==> src/rtl/psubsb_seq.sv <==
// psubsb_seq: sequential packed saturating subtract of four signed 4-bit lanes.
// One lane is resolved per cycle (lane 0 first); done pulses once all four
// lanes have been written, and the results hold until the next accepted start.
module psubsb_seq (
   input  logic        clk,
   input  logic        rst_n,
   input  logic        start,
   input  logic [15:0] A,
   input  logic [15:0] B,
   output logic        busy,
   output logic        done,
   output logic [15:0] Diff,
   output logic [3:0]  Sat
);

   typedef enum logic [1:0] {
      IDLE = 2'd0,
      BUSY = 2'd1,
      DONE = 2'd2
   } state_t;

   state_t      state_reg, state_next;
   logic [1:0]  lane_reg, lane_next;
   logic [15:0] a_reg, a_next;
   logic [15:0] b_reg, b_next;
   logic [15:0] diff_reg, diff_next;
   logic [3:0]  sat_reg, sat_next;

   // Saturated result and overflow flag of every lane, from the latched operands.
   logic [3:0][3:0] lane_res;
   logic [3:0]      lane_ovf;

   genvar gi;
   generate
      for (gi = 0; gi < 4; gi++) begin : g_lane
         logic [3:0] al, bl, raw;
         assign al  = a_reg[4*gi +: 4];
         assign bl  = b_reg[4*gi +: 4];
         assign raw = al - bl;
         // Overflow only possible when the operand signs differ.
         assign lane_ovf[gi] = (al[3] != bl[3]) && (raw[3] != al[3]);
         assign lane_res[gi] = lane_ovf[gi] ? (al[3] ? 4'b1000 : 4'b0111) : raw;
      end
   endgenerate

   // State and datapath registers, asynchronously cleared by rst_n.
   always_ff @(posedge clk or negedge rst_n) begin
      if (!rst_n) begin
         state_reg <= IDLE;
         lane_reg  <= 2'd0;
         a_reg     <= 16'h0000;
         b_reg     <= 16'h0000;
         diff_reg  <= 16'h0000;
         sat_reg   <= 4'h0;
      end else begin
         state_reg <= state_next;
         lane_reg  <= lane_next;
         a_reg     <= a_next;
         b_reg     <= b_next;
         diff_reg  <= diff_next;
         sat_reg   <= sat_next;
      end
   end

   // Next-state and datapath update: accept in IDLE, one lane per BUSY cycle.
   always_comb begin
      state_next = state_reg;
      lane_next  = lane_reg;
      a_next     = a_reg;
      b_next     = b_reg;
      diff_next  = diff_reg;
      sat_next   = sat_reg;
      case (state_reg)
         IDLE: begin
            if (start) begin
               a_next     = A;
               b_next     = B;
               diff_next  = 16'h0000;
               sat_next   = 4'h0;
               lane_next  = 2'd0;
               state_next = BUSY;
            end
         end
         BUSY: begin
            diff_next[{lane_reg, 2'b00} +: 4] = lane_res[lane_reg];
            sat_next[lane_reg]                = lane_ovf[lane_reg];
            lane_next                         = lane_reg + 2'd1;
            if (lane_reg == 2'd3) begin
               state_next = DONE;
            end
         end
         DONE: begin
            state_next = IDLE;
         end
         default: begin
            state_next = IDLE;
         end
      endcase
   end

   assign busy = (state_reg == BUSY);
   assign done = (state_reg == DONE);
   assign Diff = diff_reg;
   assign Sat  = sat_reg;

endmodule
==> config.mk <==
export PLATFORM = sky130hd
export DESIGN_NAME = psubsb_seq
export DESIGN_NICKNAME = d
export VERILOG_FILES = /design/src/rtl/psubsb_seq.sv
export SDC_FILE = /design/constraint.sdc
export NUM_CORES = 1
export LEC_CHECK = 0
export CELL_PAD_IN_SITES_DETAIL_PLACEMENT = 1
export CELL_PAD_IN_SITES_GLOBAL_PLACEMENT = 2
export CORE_UTILIZATION = 30
export DETAILED_ROUTE_END_ITERATION = 16
export PLACE_DENSITY_LB_ADDON = 0.05
export SETUP_SLACK_MARGIN = 0.3
export SLEW_MARGIN = 5
export SYNTH_ARGS = -nofsm -noshare
export SYNTH_HDL_FRONTEND = slang
export SYNTH_SLANG_ARGS = --single-unit
==> constraint.sdc <==
create_clock -name clk -period 2.5 [get_ports clk]
set_clock_uncertainty 0.05 [all_clocks]
set_input_delay 0.5 -clock clk [delete_from_list [all_inputs] [get_ports clk]]
set_output_delay 0.5 -clock clk [all_outputs]
set_load 0.005 [all_outputs]
# Word level (Yosys, flattened, before mapping)
# Cells that the tools add are included.
totals:
  reg_bits: 56
  latchBits: 0
  ram_bits: 0
  rom_bits: 0
  output_inout_bits: 22
  n_memories: 0
classes:
  add_sub_neg: 6
  n_mul: 0
  n_div: 0
  order_cmp: 2
  eq_ne: 13
  n_shift: 2
  muxes: 25
  n_bitwise: 0
  reduce_logical: 10
op_table:
  columns: ["op", "count"]
  rows:
  - ["$mux 4", 10]
  - ["$pmux 16 s2", 1]
  - ["$bwmux 16", 1]
  - ["$mux 16", 1]
  - ["$shift 4x6->16 const A", 1]
  - ["$shiftx 4x6->16", 1]
  - ["$sub 4x4->4", 4]
  - ["$bmux 4 s2", 1]
  - ["$ne 1x1->1", 8]
  - ["$pmux 2 s2", 2]
  - ["$pmux 4 s2", 1]
  - ["$mux 2", 3]
  - ["$neg 4->6", 1]
  - ["$reduce_and 2->1", 3]
  - ["$logic_and 1x1->1", 5]
  - ["$bwmux 4", 1]
  - ["$eq 2x2->1 const B", 2]
  - ["$lt 2x3->1 const B", 1]
  - ["$add 2x1->2 const B", 1]
  - ["$bmux 1 s2", 1]
  - ["$demux 1 s2", 1]
  - ["$eq 2x1->1 const B", 1]
  - ["$ge 2x1->1 const B", 1]
  - ["$logic_not 2->1", 1]
  - ["other kinds (4)", 5]

# Depth between registers and ports, before layout
# Gate-level depths: netlist (run 1).
depth:
  word_depth: 9
  depth_mapped: 11

# Worst setup path after synthesis (run 1)
# Ideal clock, no wire load.
synth_path:
  kind: "flip-flop to flip-flop"
  startpoint: "reg a_reg[9]"
  endpoint: "reg sat_reg[0], in the netlist Sat[0]"
  setup_ns: 0.121
  t_arrival_ns: 2.463
  required_ns: 2.329
  path_slack_ns: -0.135
  path_stages_with_launch: 9
  synth_period_minus_slack_ns: 2.635
  path_cell_list: "dfrtp_1 -> ha_1 -> a21o_1 -> a21oi_1 -> fa_1 -> a21oi_2 -> nor2_1 -> mux4_2 -> a32o_2"
synth_between:
  elab_chain_cells: 7
synth_rtl:
  columns: ["element", "line", "rtl"]
  rows:
  - ["from (decl)", "24", "logic [15:0] a_reg, a_next;"]
  - ["from (signal assigned)", "58", "a_reg <= a_next;"]
  - ["$sub 4x4->4", "39", "assign raw = al - bl;"]
  - ["$ne 1x1->1", "41", "assign lane_ovf[gi] = (al[3] != bl[3]) && (raw[3] != al[3]);"]
  - ["$logic_and 1x1->1", "41", null]
  - ["$bmux 1 s2", "86", "sat_next[lane_reg] = lane_ovf[lane_reg];"]
  - ["$mux 1 (not written as such)", "86", null]
  - ["$bwmux 4", "86", null]
  - ["$pmux 4 s2", "73", "case (state_reg)"]
  - ["to (signal assigned)", "61", "sat_reg <= sat_next;"]
  - ["to (decl)", "27", "logic [3:0] sat_reg, sat_next;"]
# Every way passes these cells. The select of a mux whose other input is x is not followed.
# A chain may end at the register's enable or synchronous reset.

# Worst setup path after layout (run 1)
layout_path:
  startpoint: "reg a_reg[9]"
  endpoint: "reg sat_reg[2], in the netlist Sat[2]"
# Same word-level chain as after synthesis.

==> impl_summary.txt, run 1 <==
----------------------------------------------------
[Final layout]
  Net total in the final layout ... between 400 and 500
  Share of layout cells above drive strength 1 ... 29.89%
  Antenna Diode Count ... 0
  Relative area change from synthesis to final layout ... 42.34%

[Setup path]
  Cell at the slowest stage of the critical path ... fa_2
  CP startpoint kind ... register
  Worst setup EP type ... register
  WP buf/inv ... 1
  Critical Path, Cell by Cell ... ha_4, a21o_1, a21oi_2, fa_2, buf_4, o21a_4, nor2_1, mux4_2, a32o_2
  Gate family responsible for the most delay along the worst path ... adder cells
  CP max FO ... 4
  Setup CP Type ... reg -> reg
  Worst EP required ... 2650 ps
  Slowest cell delay on critical path ... 560 ps
  Worst path arrival time ... 2840 ps

[Route]
  Violation count after the first detailed-routing iteration ... 36
  Wire length per cell after detailed routing ... 15.10 um
  Detailed-routing iteration count for the pre-antenna-repair pass ... 4
  Remaining DRCs ... 0
  Total routed wirelength ... roughly 7700 um
  Antenna violation net count after detailed routing ... 0
  Number of vias in the routed layout ... around 2.5k
  Average vias per placed instance ... between 4 and 5

[Global route]
  Most Crowded Layer GR ... met2
  Wire length of the first global-routing pass ... 12820 um
  GR Util met2 ... 27.79%
  Via count of the first global-routing pass ... between 2k and 3k
  Initial antenna violation count ... 0
  Maximum number of pins on one net before global-route repair ... between 50 and 60
  GR Util met3 ... 2.712%
  Met1 capacity usage during global routing ... approximately a fifth
  Sum of overflow across all layers after global routing ... 0
  All-Layer GR Usage ... 16.00%

[STA]
  Maximum clock frequency ... between 300 and 400 MHz
  Slew at the pin closest to its max-slew limit ... 617.7 ps
  Max-slew headroom at the worst pin ... around three fifths
  Final count of pins violating max slew ... 0
  Setup TNS ... -1066 ps
  Final number of hold-violating endpoints ... 0
  Hold_ws ... 141.3 ps
  Setup repair after global routing missed its margin ... yes
  Final critical path time including I/O delays and setup ... 2684 ps
  Period utilization ... 107.4%
  Setup slack after layout ... -184.4 ps
  Count of endpoints failing setup in the final report ... 15

[Logic synthesis]
  Top post-synthesis cells by count ... 56 x dfrtp_1, 37 x nand2_1, 24 x inv_1, 24 x nand3_1, 19 x nand4_1
  Mapped cell area ... 3055 um2
  Synth Area in Compound Gates ... 10.32%
  Net Count, Synth ... 342
  Gate count after technology mapping ... 283
  Most instantiated library cell after synthesis ... dfrtp_1
  Mux contribution to synthesized area ... under 10%
  Cell types occupying the most area after synthesis ... dfrtp_1 46%, ha_1 6.6%, fa_1 5.2%, mux2_2 5.2%, nand2_1 4.5%
  Async SR Flop Fraction ... 100.0%
  EDFF count, synth ... 0
  Biggest area consumer among synthesized cells ... dfrtp_1
  Post-synthesis share of cell area spent on and, or, nand and nor gates ... 18.71%
  Mean area per synthesized cell ... 10.80 um2
  Largest family of logic cells by synthesized area ... simple AND/OR/NAND/NOR gates
  Sequential cell area fraction in the yosys report ... approximately 46%
  Number of storage elements in the synthesis netlist ... 56
  Number of unique standard cell types used by synthesis ... just over 40
  Number of warnings printed during yosys synthesis ... 0
  Adder and majority cell fraction of the synthesized area ... a little under an eighth
  Dominant synthesized flop cell ... dfrtp_1
  Post-synthesis xor/xnor area fraction ... 1.147%
  Share of Yosys cell area claimed by the top area cell type ... 45.86%

[Clocking]
  Number of buffers inserted by hold repair at cts ... 0
  Clock insertion delay at the later pin of the skew report ... slightly above 300 ps
  CTS clock-pin slew for the worst setup and hold paths ... 100 ps
  Number of sinks driven by the clock tree ... 56
  TritonCTS Buffers ... 5
  Number of H-tree branching levels ... 2
  Clock tree root buffer cell ... clkbuf_8
  Clock tree from TritonCTS ... built
  Buffer depth of the longest clock path ... 2

[Power and ir drop]
  Pwr dens ... 1454 nW/um2
  P_leak ... 0.001892 uW
  Overall power consumption ... 6323 uW
  Peak supply drop ... 0.0004914 V

[Place]
  Total half-perimeter wirelength after legalization and detailed placement ... between 5000 and 6000 um
  Number of input and output port buffers inserted ... between 50 and 60
  Routability Congestion ... approximately 0.72

[Floorplan]
  Core Footprint ... 9819 um2
  Row Count ... 36
  Die Y ... 102.9 um
  Die width ... 102.9 um
  Top-level port count ... 57
  Die footprint ... 10590 um2
  Starting Density ... 31.12%

[Min path]
  Worst Hold Class ... in -> async

[Flow run]
  Max-cap check violation count ... 0

[Outcome]
  Run status ... complete, but fails checks
  Failing checks ... setup timing

----------------------------------------------------
[final timing paths]
kind	startpoint	end	slack, ps	cells past startpoint
worst min register to register	Sat[0]	Sat[0]	460	1
worst min-delay path	rst_n	b_reg[10]	140	1
worst max register to register	a_reg[9]	Sat[2]	-180	9
min in group clk	Sat[0]	Sat[0]	460	1
worst max-delay path	a_reg[9]	Sat[2]	-180	9
max in group asynchronous	rst_n	Diff[6]	1660	2
[layout make-up]
cell class / count / area, um2
inverters: 25 / 97.59
well taps: 133 / 166.4
repair buffers: 98 / 915.9
clock buffers: 7 / 96.34
fillers: 1112 / 5470
flip-flops and latches: 56 / 1401
multi-input cells: 192 / 1672
[power by group]
| part | internal (uW) | switching (uW) |
|---|---|---|
| clock | 248 | 293 |
| combinational | 2120 | 2080 |
| sequential | 1300 | 280 |
[placed cells by master (no fill, tap or decap), drive strengths merged, types with 2 or more instances in the layout]
master and instances:
xnor2 4, nor4 3, o21ai 17, nand4b 4
mux4 2, nand2 37, clkbuf 7, or3b 3
clkdlybuf4s50 55, a22o 5, o311a 2, nand4 19
nand3 24, inv 24, ha 16, fa 8
a21o 4, buf 43, mux2 16, o211ai 3
a32o 3, dfrtp 56, a21oi 9, nand3b 3
[layer usage]
layer	wire length (um)	share of wire [%]
met1	3581	46
met3	208	2.7
met2	3877	50
met5	0	0
met4	48	0.62
[timing repair]
item                                    in CTS  in global routing
gates resized for setup                     13                 17
endpoints found under the setup margin      20                 20
buffers inserted                             5                  2
pin swaps                                   22                 16
[cell families after synthesis]
family | count (synthesis)
buf+inv | 35
flops | 56
fa+ha+maj | 24
compound gates | 46
xor+xnor | 4
simple gates | 100
mux | 18
[through the flow]
| stage | setup WS [ps] | cells | area [um2] | utilization [%] |
|---|---|---|---|---|
| floorplan | -87.78 | 283 | 3099 | - |
| global placement | -143.4 | 497 | 4064 | 41.39 |
| detailed placement | -181.5 | 497 | 4064 | 41.39 |
| CTS | -165.0 | 509 | 4258 | 43.36 |
| global route | -264.5 | 511 | 4349 | 44.29 |
| finish | -184.4 | 511 | 4349 | 44.29 |
(Power assumes the default switching activity.)
==> run 2, diff against run 1 <==
Settings changed: CORE_MARGIN set to 1.5.
==> run 2 against run 1 <==
  * Global-route usage fell by 0.53 points
  * Core utilization fell by 0.19 points
  * Via count rose by 0.69%
  * Highest routed layer unchanged
  * Clock power rose by 23%
  * Sequential share of layout area rose by 0.14 points
  * Hold slack improved by 19 ps
  * The flow still finishes with violations (setup timing)
  * Count of clock-buffer cells in the layout did not move
  * Flip-flop and latch count did not move
==> impl_summary.txt, run 2 (synthesized netlist as in run 1, its figures left out) <==
----------------------------------------------------
[Outcome]
  Run status ... complete, but fails checks
  Failing checks ... setup timing

[Flow run]
  Max-cap check violation count ... 0 (unchanged)

[Floorplan]
  Core Footprint ... 9819 um2 (unchanged)
  Row Count ... 36 (unchanged)
  Die Y ... 103.9 um (+0.97%)
  Top-level port count ... 57 (unchanged)
  Die footprint ... 10800 um2 (+2.0%)
  Starting Density ... 31.12% (unchanged)
  Die width ... 103.9 um (+0.97%)

[Place]
  Routability Congestion ... 0.7270 (+1.3%)
  Pre-CTS WS ... -184.2 ps (-2.655 ps)
  Number of input and output port buffers inserted ... 56 (unchanged)
  Total instance count after detailed placement ... 499 (+0.40%)
  Total half-perimeter wirelength after legalization and detailed placement ... 6082 um (+3.6%)

[STA]
  Final count of pins violating max slew ... 0 (unchanged)
  Count of endpoints failing setup in the final report ... 13 (-2)
  Max-slew headroom at the worst pin ... 55.37% (-3.5 points)
  Final critical path time including I/O delays and setup ... 2653 ps (-31.38 ps)
  Setup TNS ... -783.0 ps (+283.1 ps)
  Period utilization ... 106.1% (-1.3 points)
  Final number of hold-violating endpoints ... 0 (unchanged)
  Maximum clock frequency ... 376.9 MHz (+1.2%)
  Slew at the pin closest to its max-slew limit ... 669.5 ps (+51.78 ps)
  Hold_ws ... 160.3 ps (+19.01 ps)
  Setup slack after layout ... -153.0 ps (+31.38 ps)
  Setup repair after global routing missed its margin ... yes

[Power and ir drop]
  Peak supply drop ... 0.0004886 V (-0.56%)
  NetSw ... 2649 uW (about the same)
  Part of the power in registers ... 24.3% (-0.7 points)
  Proportion of total power due to net switching ... 40.97% (-0.94 points)
  Total internal power ... 3818 uW (+3.9%)
  Clock group share of total power ... 10.3% (+1.7 points)
  Pwr dens ... 1493 nW/um2 (+2.7%)
  Combinational power share ... 65.4% (-1.0 points)
  P_leak ... 0.001897 uW (+0.29%)

[Global route]
  All-Layer GR Usage ... 15.47% (-0.53 points)
  Met1 capacity usage during global routing ... 19.51% (-1.3 points)
  Most Crowded Layer GR ... met2
  GR Util met2 ... 27.44% (-0.36 points)
  Wire length of the first global-routing pass ... 13320 um (+3.9%)
  Maximum number of pins on one net before global-route repair ... 56 (unchanged)
  GR Util met3 ... 2.757% (+0.045 points)
  Via count of the first global-routing pass ... 2631 (+3.1%)
  Initial antenna violation count ... 0 (unchanged)
  Sum of overflow across all layers after global routing ... 0 (unchanged)

[Setup path]
  Critical path's most frequent cell ... a21oi_2
  CP max FO ... 4 (unchanged)
  Cell at the slowest stage of the critical path ... mux4_2
  Instance count on the critical path ... 9 (unchanged)
  WP buf/inv ... 1 (unchanged)
  Gate family responsible for the most delay along the worst path ... compound AO/OA/AOI/OAI gates
  Worst setup EP type ... register
  Origin of the critical flop-to-flop path ... b_reg[9]
  Slowest cell delay on critical path ... 520 ps (-40 ps)
  Launch point of the worst path ... b_reg[9]
  Critical R2R Capture ... Sat[1]
  Worst EP required ... 2670 ps (+20 ps)
  End point of the critical path ... Sat[1]
  R2R Setup Slk ... -150 ps (+30 ps)
  Critical Path, Cell by Cell ... inv_2, ha_4, a21o_1, a21oi_2, fa_2, a21oi_2, nor2_1, mux4_2, a32o_2
  Setup CP Type ... reg -> reg
  R2r worst-path depth ... 9 (unchanged)
  Worst path arrival time ... 2820 ps (-20 ps)
  CP startpoint kind ... register

[Route]
  Wire length per cell after detailed routing ... 15.51 um (+2.7%)
  Remaining DRCs ... 0 (unchanged)
  Average vias per placed instance ... 4.856 (about the same)
  Violation count after the first detailed-routing iteration ... 66 (+83%)
  Detailed-routing iteration count for the pre-antenna-repair pass ... 4 (unchanged)
  Antenna violation net count after detailed routing ... 0 (unchanged)
  Total routed wirelength ... 7971 um (+3.3%)
  Number of vias in the routed layout ... 2496 (+0.69%)

[Clocking]
  Buffer depth of the longest clock path ... 2 (unchanged)
  Clock insertion delay at the later pin of the skew report ... 320 ps (about the same)
  Number of buffers inserted by hold repair at cts ... 0 (unchanged)
  Clock tree root buffer cell ... clkbuf_8
  Number of H-tree branching levels ... 2 (unchanged)
  Number of sinks driven by the clock tree ... 56 (unchanged)
  CTS clock-pin slew for the worst setup and hold paths ... 100 ps (about the same)
  Clock tree from TritonCTS ... built
  TritonCTS Buffers ... 5 (unchanged)

[Final layout]
  Antenna Diode Count ... 0 (unchanged)
  Most used cells in the layout excluding fill and tap cells ... 56 x dfrtp_1, 55 x clkdlybuf4s50_1, 37 x nand2_1
  Relative area change from synthesis to final layout ... 41.73%
  Commonest non-fill, non-tap cell in the layout ... dfrtp_1
  Net total in the final layout ... 439 (+0.46%)
  Share of layout cells above drive strength 1 ... 27.03% (-2.9 points)
  FILL cells ... 1139 (+2.4%)
  Final Non-Filler Cells ... 514 (+0.59%)

[Min path]
  Worst Hold Class ... in -> async

----------------------------------------------------
run 2: stage by stage:
| stage | power [uW] | util (%) | area [um2] |
|---|---|---|---|
| after floorplan | 3877 | - | 3099 |
| after global placement | 5484 | 41.54 | 4079 |
| after detailed placement | 5572 | 41.54 | 4079 |
| after CTS | 6435 | 43.54 | 4275 |
| after global routing | 7044 | 44.10 | 4330 |
| final | 6467 | 44.10 | 4330 |
run 2: cell type report:
cell class | instances | area (um2) | share of cell area, %
sequential | 56 | 1401 | 32.36
timing repair buffer | 100 | 942.2 | 21.76
clock buffer | 7 | 96.34 | 2.225
inverter | 25 | 97.59 | 2.254
clock inverter | 1 | 30.03 | 0.6934
multi-input combinational | 192 | 1597 | 36.87
tap | 133 | 166.4 | 3.843
run 2: routing by layer:
metal | vias up | routed length, um
li1 | 1203 | -
met1 | 1248 | 3594
met2 | 37 | 4040
met3 | 8 | 241
met4 | 0 | 94
met5 | - | 0
run 2: power by group through the flow:
stage	clock network [uW]	logic, uW	registers [uW]
6_report	664	4230	1570
3_3_place_gp	0	3900	1580
4_1_cts	693	4160	1580
2_1_floorplan	0	2320	1560
3_5_place_dp	0	3980	1590
5_1_grt	729	4680	1630
run 2: worst register-to-register path, cell delays in order (launching register included):
cell     delay, ps
dfrtp_1        380
inv_2           80
ha_4           200
a21o_1         180
a21oi_2        160
fa_2           500
a21oi_2        170
nor2_1          60
mux4_2         520
a32o_2         270
run 2: what timing repair did:
item | in CTS | in global routing
endpoints found under the setup margin | 21 | 20
gates resized for setup | 7 | 10
pin swaps | 31 | 12
buffers inserted | 5 | 2
run 2: how the worst min path moves through the flow:
| stage | startpoint | to | slack [ps] | cells past startpoint |
|---|---|---|---|---|
| 4_1_cts | rst_n | a_reg[8] | 190 | 1 |
| 3_3_place_gp | Diff[13] | Diff[13] | 430 | 2 |
| 5_1_grt | rst_n | b_reg[8] | 200 | 1 |
| 2_1_floorplan | rst_n | Diff[0] | 150 | 0 |
| 3_5_place_dp | Diff[13] | Diff[13] | 430 | 2 |
| 6_report | rst_n | a_reg[8] | 160 | 1 |
==> run 3, diff against run 2 <==
Settings changed: ABC_AREA set to 1, CORE_UTILIZATION 30 to 28.
==> run 3 against run 2 <==
  * Critical path depth up 4
  * Flip-flop and latch count unchanged
  * Largest power group unchanged
  * Die area up 7.0%
  * Final cell count up 9.9%
  * First-iteration DRC count up 12%
  * The flow now finishes without violations
  * Worst setup slack better by 300 ps
  * Count of clock-buffer cells in the layout down 1
  * Combinational power up 5.7%
  * Register-to-register slack better by 300 ps
==> impl_summary.txt, run 3 <==
----------------------------------------------------
[Floorplan]
  Die footprint ... 11550 um2 (+7.0%)
  Core Footprint ... 10460 um2 (+6.5%)
  Die Y ... 107.5 um (+3.4%)
  Starting Density ... 29.22% (-1.9 points)
  Row Count ... 37 (+2.8%)
  Die width ... 107.5 um (+3.4%)
  Top-level port count ... 57 (unchanged)

[Setup path]
  R2R Setup Slk ... 150 ps (+300 ps)
  Critical Path, Cell by Cell ... inv_2, ha_4, nand2_2, nor2_2, a211oi_2, fa_2, nand4_2, nand2_2, nor2_4, nand3_2, nand2_4, nand2_1, o21ai_1
  Critical path's most frequent cell ... nand2_2
  CP max FO ... 4 (unchanged)
  Setup CP Type ... reg -> reg
  Worst EP required ... 2710 ps (+40 ps)
  Slowest cell delay on critical path ... 540 ps (+20 ps)
  Worst setup EP type ... register
  CP startpoint kind ... register
  Worst path arrival time ... 2560 ps (-260 ps)
  Gate family responsible for the most delay along the worst path ... adder cells
  Cell at the slowest stage of the critical path ... fa_2
  WP buf/inv ... 1 (unchanged)

[Logic synthesis]
  Cell types occupying the most area after synthesis ... dfrtp_1 46%, nand2_1 16%, ha_1 6.5%, fa_1 5.2%, inv_1 4.2%
  Async SR Flop Fraction ... 100.0% (unchanged)
  Number of storage elements in the synthesis netlist ... 56 (unchanged)
  Share of Yosys cell area claimed by the top area cell type ... 45.85% (about the same)
  Number of unique standard cell types used by synthesis ... 28 (-32%)
  Dominant synthesized flop cell ... dfrtp_1
  EDFF count, synth ... 0 (unchanged)
  Mapped cell area ... 3057 um2 (about the same)
  Net Count, Synth ... 419 (+23%)
  Biggest area consumer among synthesized cells ... dfrtp_1
  Number of warnings printed during yosys synthesis ... 0 (unchanged)
  Mean area per synthesized cell ... 8.491 um2 (-21%)
  Sequential cell area fraction in the yosys report ... 45.85% (about the same)
  Gate count after technology mapping ... 360 (+27%)
  Top post-synthesis cells by count ... 128 x nand2_1, 56 x dfrtp_1, 34 x inv_1, 24 x nand3_1, 23 x o21ai_0
  Most instantiated library cell after synthesis ... nand2_1

[Route]
  Remaining DRCs ... 0 (unchanged)
  Number of vias in the routed layout ... 2560 (+2.6%)
  Detailed-routing iteration count for the pre-antenna-repair pass ... 4 (unchanged)
  Antenna violation net count after detailed routing ... 0 (unchanged)
  Wire length per cell after detailed routing ... 14.16 um (-8.7%)
  Violation count after the first detailed-routing iteration ... 74 (+12%)
  Average vias per placed instance ... 4.531 (-6.7%)
  Total routed wirelength ... 7999 um (+0.35%)

[Place]
  Cell area after placement ... 3834 um2 (-6.0%)
  Total half-perimeter wirelength after legalization and detailed placement ... 6090 um (+0.12%)
  Routability Congestion ... 0.7616 (+4.8%)
  Number of input and output port buffers inserted ... 56 (unchanged)

[Final layout]
  Commonest non-fill, non-tap cell in the layout ... nand2_1
  Antenna Diode Count ... 0 (unchanged)
  FILL cells ... 1241 (+9.0%)
  Most used cells in the layout excluding fill and tap cells ... 117 x nand2_1, 55 x dfrtp_1, 55 x clkdlybuf4s50_1
  Share of layout cells above drive strength 1 ... 22.61% (-4.4 points)
  Net total in the final layout ... 487 (+11%)
  Util after Layout ... 40.33% (-3.8 points)
  Relative area change from synthesis to final layout ... 38.03%
  Post-route cell area ... 4219 um2 (-2.6%)

[Clocking]
  Clock tree from TritonCTS ... built
  Clock insertion delay at the later pin of the skew report ... 320 ps (about the same)
  CTS clock-pin slew for the worst setup and hold paths ... 100 ps (about the same)
  Clock tree root buffer cell ... clkbuf_8
  Buffer depth of the longest clock path ... 2 (unchanged)
  TritonCTS Buffers ... 5 (unchanged)
  Number of buffers inserted by hold repair at cts ... 0 (unchanged)
  Number of H-tree branching levels ... 2 (unchanged)
  Number of sinks driven by the clock tree ... 56 (unchanged)

[Power and ir drop]
  Overall power consumption ... 6623 uW (+2.4%)
  Peak supply drop ... 0.0004257 V (-13%)
  P_leak ... 0.001967 uW (+3.7%)
  Pwr dens ... 1570 nW/um2 (+5.1%)

[STA]
  Final number of hold-violating endpoints ... 0 (unchanged)
  Maximum clock frequency ... 425.1 MHz (+13%)
  Period utilization ... 94.09% (-12 points)
  Hold_ws ... 129.4 ps (-30.94 ps)
  Max-slew headroom at the worst pin ... 58.78% (+3.4 points)
  Count of endpoints failing setup in the final report ... 0 (-13)
  Setup repair after global routing missed its margin ... yes
  Final critical path time including I/O delays and setup ... 2352 ps (-300.7 ps)
  Setup TNS ... 0 ps (+783.0 ps)
  Slew at the pin closest to its max-slew limit ... 618.2 ps (-51.25 ps)
  Final count of pins violating max slew ... 0 (unchanged)

[Flow run]
  Max-cap check violation count ... 0 (unchanged)

[Global route]
  Sum of overflow across all layers after global routing ... 0 (unchanged)
  Maximum number of pins on one net before global-route repair ... 53 (-5.4%)
  Initial antenna violation count ... 0 (unchanged)
  Wire length of the first global-routing pass ... 13460 um (+0.99%)
  All-Layer GR Usage ... 15.16% (-0.31 points)
  Via count of the first global-routing pass ... 2746 (+4.4%)

[Min path]
  Worst Hold Class ... in -> async

[Outcome]
  Run status ... finished clean

----------------------------------------------------
[run 3: repair_timing]
item,4_1_cts,5_1_grt
cloned,0,0
setup endpoints to repair,18,21
buffers inserted,2,2
pin swaps,26,32
gates resized for setup,27,29
[run 3: power by group]
group	internal (uW)	leakage [uW]	switching, uW
Sequential	1280	0.000718	263
Clock	298	0.0000552	314
Combinational	1850	0.00119	2620
[run 3: cell families after synthesis]
group                    share of synthesized area (%)
flip-flops                                       45.85
AND/OR/NAND/NOR                                  26.44
XOR/XNOR                                         1.146
AO/OA/AOI/OAI                                    7.491
adder cells (fa/ha/maj)                          11.79
buffers and inverters                            7.286
[run 3: worst register-to-register path, delay by kind of cell, from the launching register on]
kind / cells / cell delay, ps
buffers and inverters: 1 / 80
adder cells (fa/ha/maj): 2 / 750
AND/OR/NAND/NOR: 8 / 660
AO/OA/AOI/OAI: 2 / 370
flip-flops: 1 / 380
[run 3: area by class of cell]
class,instances,area (um2),area share (%)
clock buffer,6,72.57,1.720
clock inverter,2,35.03,0.8304
inverter,41,153.9,3.648
multi-input combinational,252,1684,39.92
sequential,56,1403,33.24
tap,136,170.2,4.033
timing repair buffer,72,700.7,16.61
[run 3: metal layers]
metal / vias to the layer above / part of all wire (%) / wire length, um / GRT usage, %
met3: 8 / 3.2 / 258 / 2.845
met1: 1238 / 47 / 3738 / 19.51
li1: 1277 / - / - / -
met5: - / 0 / 0 / 0
met2: 37 / 49 / 3914 / 26.11
met4: 0 / 1.1 / 87 / 3.947
[run 3: worst paths after layout]
path                                 to  cells after the start  startpoint
setup / recovery               Diff[10]                     13   b_reg[14]
hold / removal                 b_reg[9]                      1       rst_n
setup reg to reg               Diff[10]                     13   b_reg[14]
hold reg to reg                 Diff[4]                      2     Diff[4]
max in group asynchronous  state_reg[0]                      2       rst_n
min in group clk                Diff[4]                      2     Diff[4]
[run 3: metrics by stage]
stage / instances / setup WS, ps
3_5_place_dp: 553 / -147.6
4_1_cts: 563 / 57.47
3_3_place_gp: 553 / -53.96
2_1_floorplan: 360 / 303.0
5_1_grt: 565 / 20.33
6_report: 565 / 147.7
